--- src/rtl/reorder_buffer.sv ---
// In-order retirement buffer for renamed register writes.
// Entries are allocated at the tail, marked done out of order by the
// execution units, and retired strictly from the head, one per cycle.
// Each retire emits a registered one-cycle pulse carrying old_phys so the
// renamer can return that physical register to its free list.
module reorder_buffer #(
  parameter int DEPTH = 8,
  parameter int PW    = 4
) (
  input  logic                       clk,
  input  logic                       rst,
  input  logic                       ena,
  input  logic                       alloc_valid,
  input  logic [2*PW-1:0]            alloc_wbs,
  output logic                       alloc_ready,
  output logic [$clog2(DEPTH)-1:0]   alloc_tag,
  input  logic                       complete_valid,
  input  logic [$clog2(DEPTH)-1:0]   complete_tag,
  output logic                       retire_ena_out,
  output logic [PW-1:0]              retire_phys_out,
  output logic [$clog2(DEPTH):0]     count
);

  localparam int TW = $clog2(DEPTH);
  localparam logic [TW-1:0] TAG_ONE  = TW'(1);
  localparam logic [TW:0]   CNT_ONE  = (TW+1)'(1);
  localparam logic [TW:0]   CNT_FULL = (TW+1)'(DEPTH);

  logic [DEPTH-1:0]          valid_q, valid_d;
  logic [DEPTH-1:0]          done_q, done_d;
  logic [DEPTH-1:0][PW-1:0]  old_q, old_d;
  logic [DEPTH-1:0][PW-1:0]  new_q, new_d;
  logic [TW-1:0]             head_q, head_d;
  logic [TW-1:0]             tail_q, tail_d;
  logic [TW:0]               count_q, count_d;
  logic                      ret_ena_q, ret_ena_d;
  logic [PW-1:0]             ret_phys_q, ret_phys_d;

  logic do_alloc;
  logic do_retire;

  // new_phys is kept with each entry for the renamer's benefit but no
  // output of this block consumes it.
  logic unused_new_phys;
  assign unused_new_phys = ^new_q;

  // No same-cycle retire bypass: a full buffer refuses even when the head
  // is about to leave, which keeps alloc_ready a pure function of count.
  assign alloc_ready     = (count_q != CNT_FULL);
  assign alloc_tag       = tail_q;
  assign count           = count_q;
  assign retire_ena_out  = ret_ena_q;
  assign retire_phys_out = ret_phys_q;

  // Next-state: completion first, then retire, then allocate, so a
  // retiring head is cleared even if a completion targets it this edge.
  always_comb begin
    valid_d    = valid_q;
    done_d     = done_q;
    old_d      = old_q;
    new_d      = new_q;
    head_d     = head_q;
    tail_d     = tail_q;
    count_d    = count_q;
    ret_ena_d  = 1'b0;
    ret_phys_d = '0;
    do_alloc   = 1'b0;
    do_retire  = 1'b0;

    if (ena) begin
      do_retire = valid_q[head_q] && done_q[head_q];
      do_alloc  = alloc_valid && alloc_ready;

      if (complete_valid && valid_q[complete_tag]) begin
        done_d[complete_tag] = 1'b1;
      end

      if (do_retire) begin
        valid_d[head_q] = 1'b0;
        done_d[head_q]  = 1'b0;
        head_d          = head_q + TAG_ONE;
        ret_ena_d       = 1'b1;
        ret_phys_d      = old_q[head_q];
      end

      if (do_alloc) begin
        valid_d[tail_q] = 1'b1;
        done_d[tail_q]  = 1'b0;
        old_d[tail_q]   = alloc_wbs[2*PW-1:PW];
        new_d[tail_q]   = alloc_wbs[PW-1:0];
        tail_d          = tail_q + TAG_ONE;
      end

      if (do_alloc && !do_retire) begin
        count_d = count_q + CNT_ONE;
      end else if (!do_alloc && do_retire) begin
        count_d = count_q - CNT_ONE;
      end
    end
  end

  // State registers; reset drops every entry and any pending retire pulse.
  always_ff @(posedge clk or negedge rst) begin
    if (!rst) begin
      valid_q    <= '0;
      done_q     <= '0;
      old_q      <= '0;
      new_q      <= '0;
      head_q     <= '0;
      tail_q     <= '0;
      count_q    <= '0;
      ret_ena_q  <= 1'b0;
      ret_phys_q <= '0;
    end else begin
      valid_q    <= valid_d;
      done_q     <= done_d;
      old_q      <= old_d;
      new_q      <= new_d;
      head_q     <= head_d;
      tail_q     <= tail_d;
      count_q    <= count_d;
      ret_ena_q  <= ret_ena_d;
      ret_phys_q <= ret_phys_d;
    end
  end

endmodule

--- config.mk ---
export PLATFORM = sky130hd
export DESIGN_NAME = reorder_buffer
export DESIGN_NICKNAME = d
export VERILOG_FILES = /design/src/rtl/reorder_buffer.sv
export SDC_FILE = /design/constraint.sdc
export NUM_CORES = 1
export LEC_CHECK = 0
export ABC_AREA = 1
export BUFFER_PORTS_ARGS = -buffer_cell sky130_fd_sc_hd__buf_2
export CORE_UTILIZATION = 30
export CTS_CLUSTER_SIZE = 24
export DETAILED_ROUTE_END_ITERATION = 6
export PLACE_DENSITY_LB_ADDON = 0.08
export SYNTH_ARGS = -nofsm -noshare
export SYNTH_HDL_FRONTEND = slang
export SYNTH_SLANG_ARGS = --single-unit
--- constraint.sdc ---
create_clock -name clk -period 3.1 [get_ports clk]
set_input_delay 0.31 -clock clk [delete_from_list [all_inputs] [get_ports clk]]
set_output_delay 0.31 -clock clk [all_outputs]
set_load 0.02 [all_outputs]
* Word level (Yosys, flattened, before mapping)
Cells that the tools add are included.
Storage, ports and cells: logic and storage cells 78, register bits 63, input port bits 16
Cells by class: $add $sub $neg 4, muxes and demuxes 31, $lt $le $gt $ge 6, bitwise gates (word level) 7, equal/unequal tests 1, reduce and logical (&&, ||, !) cells 14
Operators with widths (number):
- $mux W8 | 8
- $bwmux W32 | 1
- $and A8 B8 Y8 | 3
- $mux W4 | 6
- $not A8 Y8 | 2
- $or A8 B8 Y8 | 2
- $bmux W4 S3 | 1
- $demux W4 S3 | 1
- $lt A3 B4 Y1 const B | 3
- $bmux W1 S3 | 3
- $demux W1 S3 | 3
- $ge A3 B1 Y1 const B | 3
- $logic_and A1 B1 Y1 | 8
- $mux W1 | 8
- $add A3 B1 Y3 const B | 2
- $reduce_and A2 Y1 | 3
- $add A4 B1 Y4 const B | 1
- $ne A4 B4 Y1 const B | 1
- $sub A4 B1 Y4 const B | 1
- $logic_not A1 Y1 | 2
- $reduce_bool A2 Y1 | 1

* Longest topological paths before layout
depth after elaboration 12, mapped depth 16, depth with buffers taken out 15

* Least setup slack after synthesis
OpenSTA, ideal clock, no wires.
kind reg2reg, start register head_q[0], end register count_q[3], in the netlist count[3], stages on the path, launching flop included 17, setup slack 879 ps, buffers on the path 2, clock period less this slack 2221 ps, arrival time 2104 ps, cells stage by stage dfrtp_1 -> buf_6 -> buf_6 -> o21ai_1 -> nand2_1 -> nand2_1 -> nand2_2 -> nand2_4 -> nand2_1 -> ha_1 -> inv_1 -> ha_1 -> a21oi_1 -> o21ai_0 -> xor2_1 -> nand2_1 -> nand2_1
On the way: cells in the longest elaborated chain, start to end 7, elaborated cells between the ends (all ways) 11, those cells by class 5 x mux; 6 x reduce/logical
RTL lines:
- start: declaration | line 33 | logic [TW-1:0] head_q, head_d;
- start signal: assignment | line 109 | head_q <= '0;
- start signal: assignment | line 119 | head_q <= head_d;
- $bmux W1 S3 | line 71 | do_retire = valid_q[head_q] && done_q[head_q];
- $mux W1 (not written as such) | line 71
- $logic_and A1 B1 Y1 * | line 71
- $logic_not A1 Y1 | line 94 | if (do_alloc && !do_retire) begin
- $logic_and A1 B1 Y1 | line 94
- $reduce_bool A2 Y1 (no line)
- $reduce_and A2 Y1 (no line)
- end signal: assignment | line 121 | count_q <= count_d;
- end: declaration | line 35 | logic [TW:0] count_q, count_d;
Mark *: on every way between the ends. The rest lies on a longest branch, timed or not. The select of a mux whose other input is x is not followed. A chain may end at the register's enable or synchronous reset.

* Worst setup path after layout
Same ends and word-level chain as after synthesis.

==> summary.txt <==
Status
  – Outcome: finished, final reports clean

STA
  – Setup_tns: 0 ns
  – Worst-margin pin slew: between 0.5 and 0.6 ns
  – Final worst path period need: around 2.6 ns
  – Clock skew: 0.0112 ns
  – Relative slew slack: 63.6%
  – Final Max Tran Viols: 0
  – RSZ-0062 raised after global routing: false
  – Hold WS: 0.339 ns
  – Final worst path period share: ~82%
  – Hold Vio Cnt, Final: 0
  – # setup viols final: 0
  – Max Clk Rate: 0.392 GHz

Synth
  – Area fraction of the dominant cell type after synthesis: a little under half
  – Seq/Total Area, Yosys: 47.9%
  – Syn_nets: 424
  – Netlist cell types: 32
  – FF+latch count, synth: 63
  – Synth area leader: dfrtp_1
  – Synth async-reset ratio: 100%
  – Synth Cell Area: roughly 3300 sq um
  – Primary FF master, synth: dfrtp_1
  – Largest cells by area after synthesis: dfrtp_1, nand2_1, o21ai_0
  – Post-synth EDFFs: 0
  – Syn_area_per_cell: 8.18 sq um
  – Synthesized instance count: 402
  – Total number of yosys warnings: 0

Clock tree
  – CTS clk-pin slew, worst paths: ~0.080 ns
  – Number of post-CTS setup repair buffers: 0
  – CTS sink cnt: 63
  – Depth of the CTS H-tree: 3
  – Hold_buf cts: 1
  – Total CTS buffers: 9
  – Clk buf depth: 2
  – Clock root cell: clkbuf_8
  – Skew-Pair Late Insertion Delay: 0.35 ns
  – CTS tree: done
  – Resized cells post-CTS: 0

Min path
  – Hold Path Class: in2reg
  – Hold depth: 3
  – Hold Startpoint: alloc_wbs[7]
  – Worst Hold Endpoint: old_q[23]$_DFFE_PN0P_

Floorplan
  – IO Count: 29
  – # rows: 37
  – Core box area: 10500 sq um
  – Initial Util: 31.4%
  – Die W: 107 um
  – Die footprint: 11400 sq um
  – Die Span Y: 107 um

GRT
  – GR Util All Layers: 16.4%
  – Initial antenna violation count: 0
  – Pin count of the biggest net entering global routing: 64
  – Number of global-route vias before repair: 2577
  – GR Overflow Total: 0
  – Global-route wire length before repair: around 14 mm

Power and ir drop
  – Comb pwr share: 38.8%
  – Sw frac: 42.8%
  – Clock Power Share: 21.4%
  – Maximum vdd ir drop: 0.000253 V
  – Static Leak: 0.00194 uW
  – Share of power burned in registers: between 30% and 40%
  – Pwr dens: 1010 nW/um^2
  – Switching pwr: 1630 uW
  – Internal Power: 2180 uW

Worst setup path
  – R2R cell count: 14
  – Crit-path cells: inv_4 -> nor2_1 -> nor2_2 -> nor2_2 -> nand2_4 -> nand2_1 -> ha_1 -> inv_1 -> ha_1 -> a21oi_1 -> o21ai_0 -> xor2_1 -> nand2_1 -> nand2_1
  – Family with the most delay on the worst path: flip-flops
  – WP data required: 3.35 ns
  – Reg2reg end: count[3]$_DFFE_PN0P_
  – CP most frequent cell: nand2_1
  – Crit end category: flop
  – Origin of the critical flop-to-flop path: head_q[0]$_DFFE_PN0P_
  – CP Max Fanout: 15
  – CP max stage delay: 0.68 ns
  – Worst Setup Start Kind: flop
  – Buf+Inv Stages, Crit Path: 2
  – R2r setup slk: about 0.55 ns
  – Crit path kind: reg2reg
  – Worst EP arrival: ~2.8 ns
  – Crit-path slowest cell: dfrtp_1

Placed design
  – HPWL Detailed: roughly 5.7 mm
  – RePlAce Congestion: 0.780
  – Inst Count DP: approximately 560
  – IO buf count: 24
  – Placed cell area: ~3500 sq um

Finish
  – Final cell count without fillers: 572
  – Area of the multi-input gates: roughly 1400 sq um
  – FF+latch area: 1580 sq um
  – Area growth syn-to-layout: 14.4%
  – Fillers: 1134
  – Most common cell after layout, fill and taps aside: nand2_1
  – Commonest non-fill, non-tap cells in the layout: nand2_1, dfrtp_1, inv_1
  – Share of cells above drive strength 1: 16.1%
  – Final non-filler cell area: 3760 sq um
  – ANT cells: 0
  – Nets: between 400 and 500

Drt
  – Initial drt markers: 124
  – Routed via count: 2625
  – DRC: 0
  – DR WL/cell: 15.1 um
  – Total wire length: 8.63 mm
  – Mean number of vias per cell: 4.59
  – Post-route ant nets: 0
  – Initial DRT Pass Iterations: 4

Job
  – Max cap viols: 0
==> worst register-to-register path, delay by kind of cell, from the launching register on <==
kind            cells  cell delay (ns)
flops               1             0.68
simple gates        7             0.67
fa+ha+maj           2             0.49
compound gates      2             0.27
buf+inv             2             0.21
xor+xnor            1             0.16
==> layout make-up <==
type	count	share of cell area [%]
Clock buffer	9	3.29
Clock inverter	7	2.56
Multi-Input combinational cell	278	38.0
Timing Repair Buffer	29	4.59
Sequential cell	63	41.9
Inverter	50	5.12
Tap cell	136	4.52
==> power by group through the flow <==
stage          Clock [uW]  Sequential [uW]  Combinational, uW
3_3_place_gp            0             1530               1470
2_1_floorplan           0             1470               1170
6_report              814             1520               1480
5_1_grt               870             1580               1710
3_5_place_dp            0             1530               1500
4_1_cts               834             1520               1500
==> logic make-up after synthesis <==
family                   Yosys count  synth area share [%]
AND/OR/NAND/NOR                  209                  29.8
flip-flops                        63                  47.9
buffers and inverters             61                  8.56
AO/OA/AOI/OAI                     56                  9.28
XOR/XNOR                           7                  1.86
adder cells (fa/ha/maj)            6                  2.51
==> per-stage QoR <==
step	utilization, %	worst slack, ns	total power, uW
floorplan	-	0.879	2630
global placement	33.8	0.568	3000
detailed placement	33.8	0.545	3030
CTS	36.0	0.529	3850
global route	36.0	0.271	4160
finish	36.0	0.546	3810
==> synthesized netlist by cell type (2+ instances only) <==
| master | count |
|---|---|
| buf_2 | 2 |
| buf_6 | 4 |
| clkbuf_1 | 2 |
| dfrtp_1 | 63 |
| ha_1 | 5 |
| inv_1 | 47 |
| inv_4 | 2 |
| nand2_1 | 114 |
| nand2_2 | 2 |
| nand2_4 | 2 |
| nand3_1 | 20 |
| nand3b_1 | 2 |
| nand4_1 | 15 |
| nand4_2 | 5 |
| nor2_1 | 34 |
| nor2_2 | 12 |
| o21ai_0 | 37 |
| o21ai_1 | 2 |
| o22ai_1 | 14 |
| xnor2_1 | 3 |
| xor2_1 | 4 |
==> per-layer routing <==
| layer | vias to the layer above | GRT usage, % | part of all wire, % | wire, um |
|---|---|---|---|---|
| met4 | 0 | 6.46 | 0.70 | 60 |
| met2 | 34 | 25.6 | 44 | 3830 |
| met1 | 1228 | 22.9 | 51 | 4410 |
| met5 | - | 0 | 0 | 0 |
| met3 | 5 | 2.37 | 3.8 | 327 |
| li1 | 1358 | - | - | - |
==> how the worst max path moves through the flow <==
| stage | from | endpoint | depth (start not counted) |
|---|---|---|---|
| floorplan | head_q[0]$_DFFE_PN0P_ | count[3]$_DFFE_PN0P_ | 16 |
| global placement | head_q[0]$_DFFE_PN0P_ | count[3]$_DFFE_PN0P_ | 14 |
| detailed placement | head_q[0]$_DFFE_PN0P_ | count[3]$_DFFE_PN0P_ | 14 |
| CTS | head_q[0]$_DFFE_PN0P_ | count[3]$_DFFE_PN0P_ | 14 |
| global route | head_q[0]$_DFFE_PN0P_ | count[3]$_DFFE_PN0P_ | 15 |
| finish | head_q[0]$_DFFE_PN0P_ | count[3]$_DFFE_PN0P_ | 14 |
==> registers in the layout, indices dropped and copies added (netlist names) <==
register / count
count: 4
alloc_tag: 3
retire_ena_out: 1
head_q: 3
old_q: 32
done_q: 8
valid_q: 8
retire_phys_out: 4
Note: power is estimated with default switching activity, not from simulation.
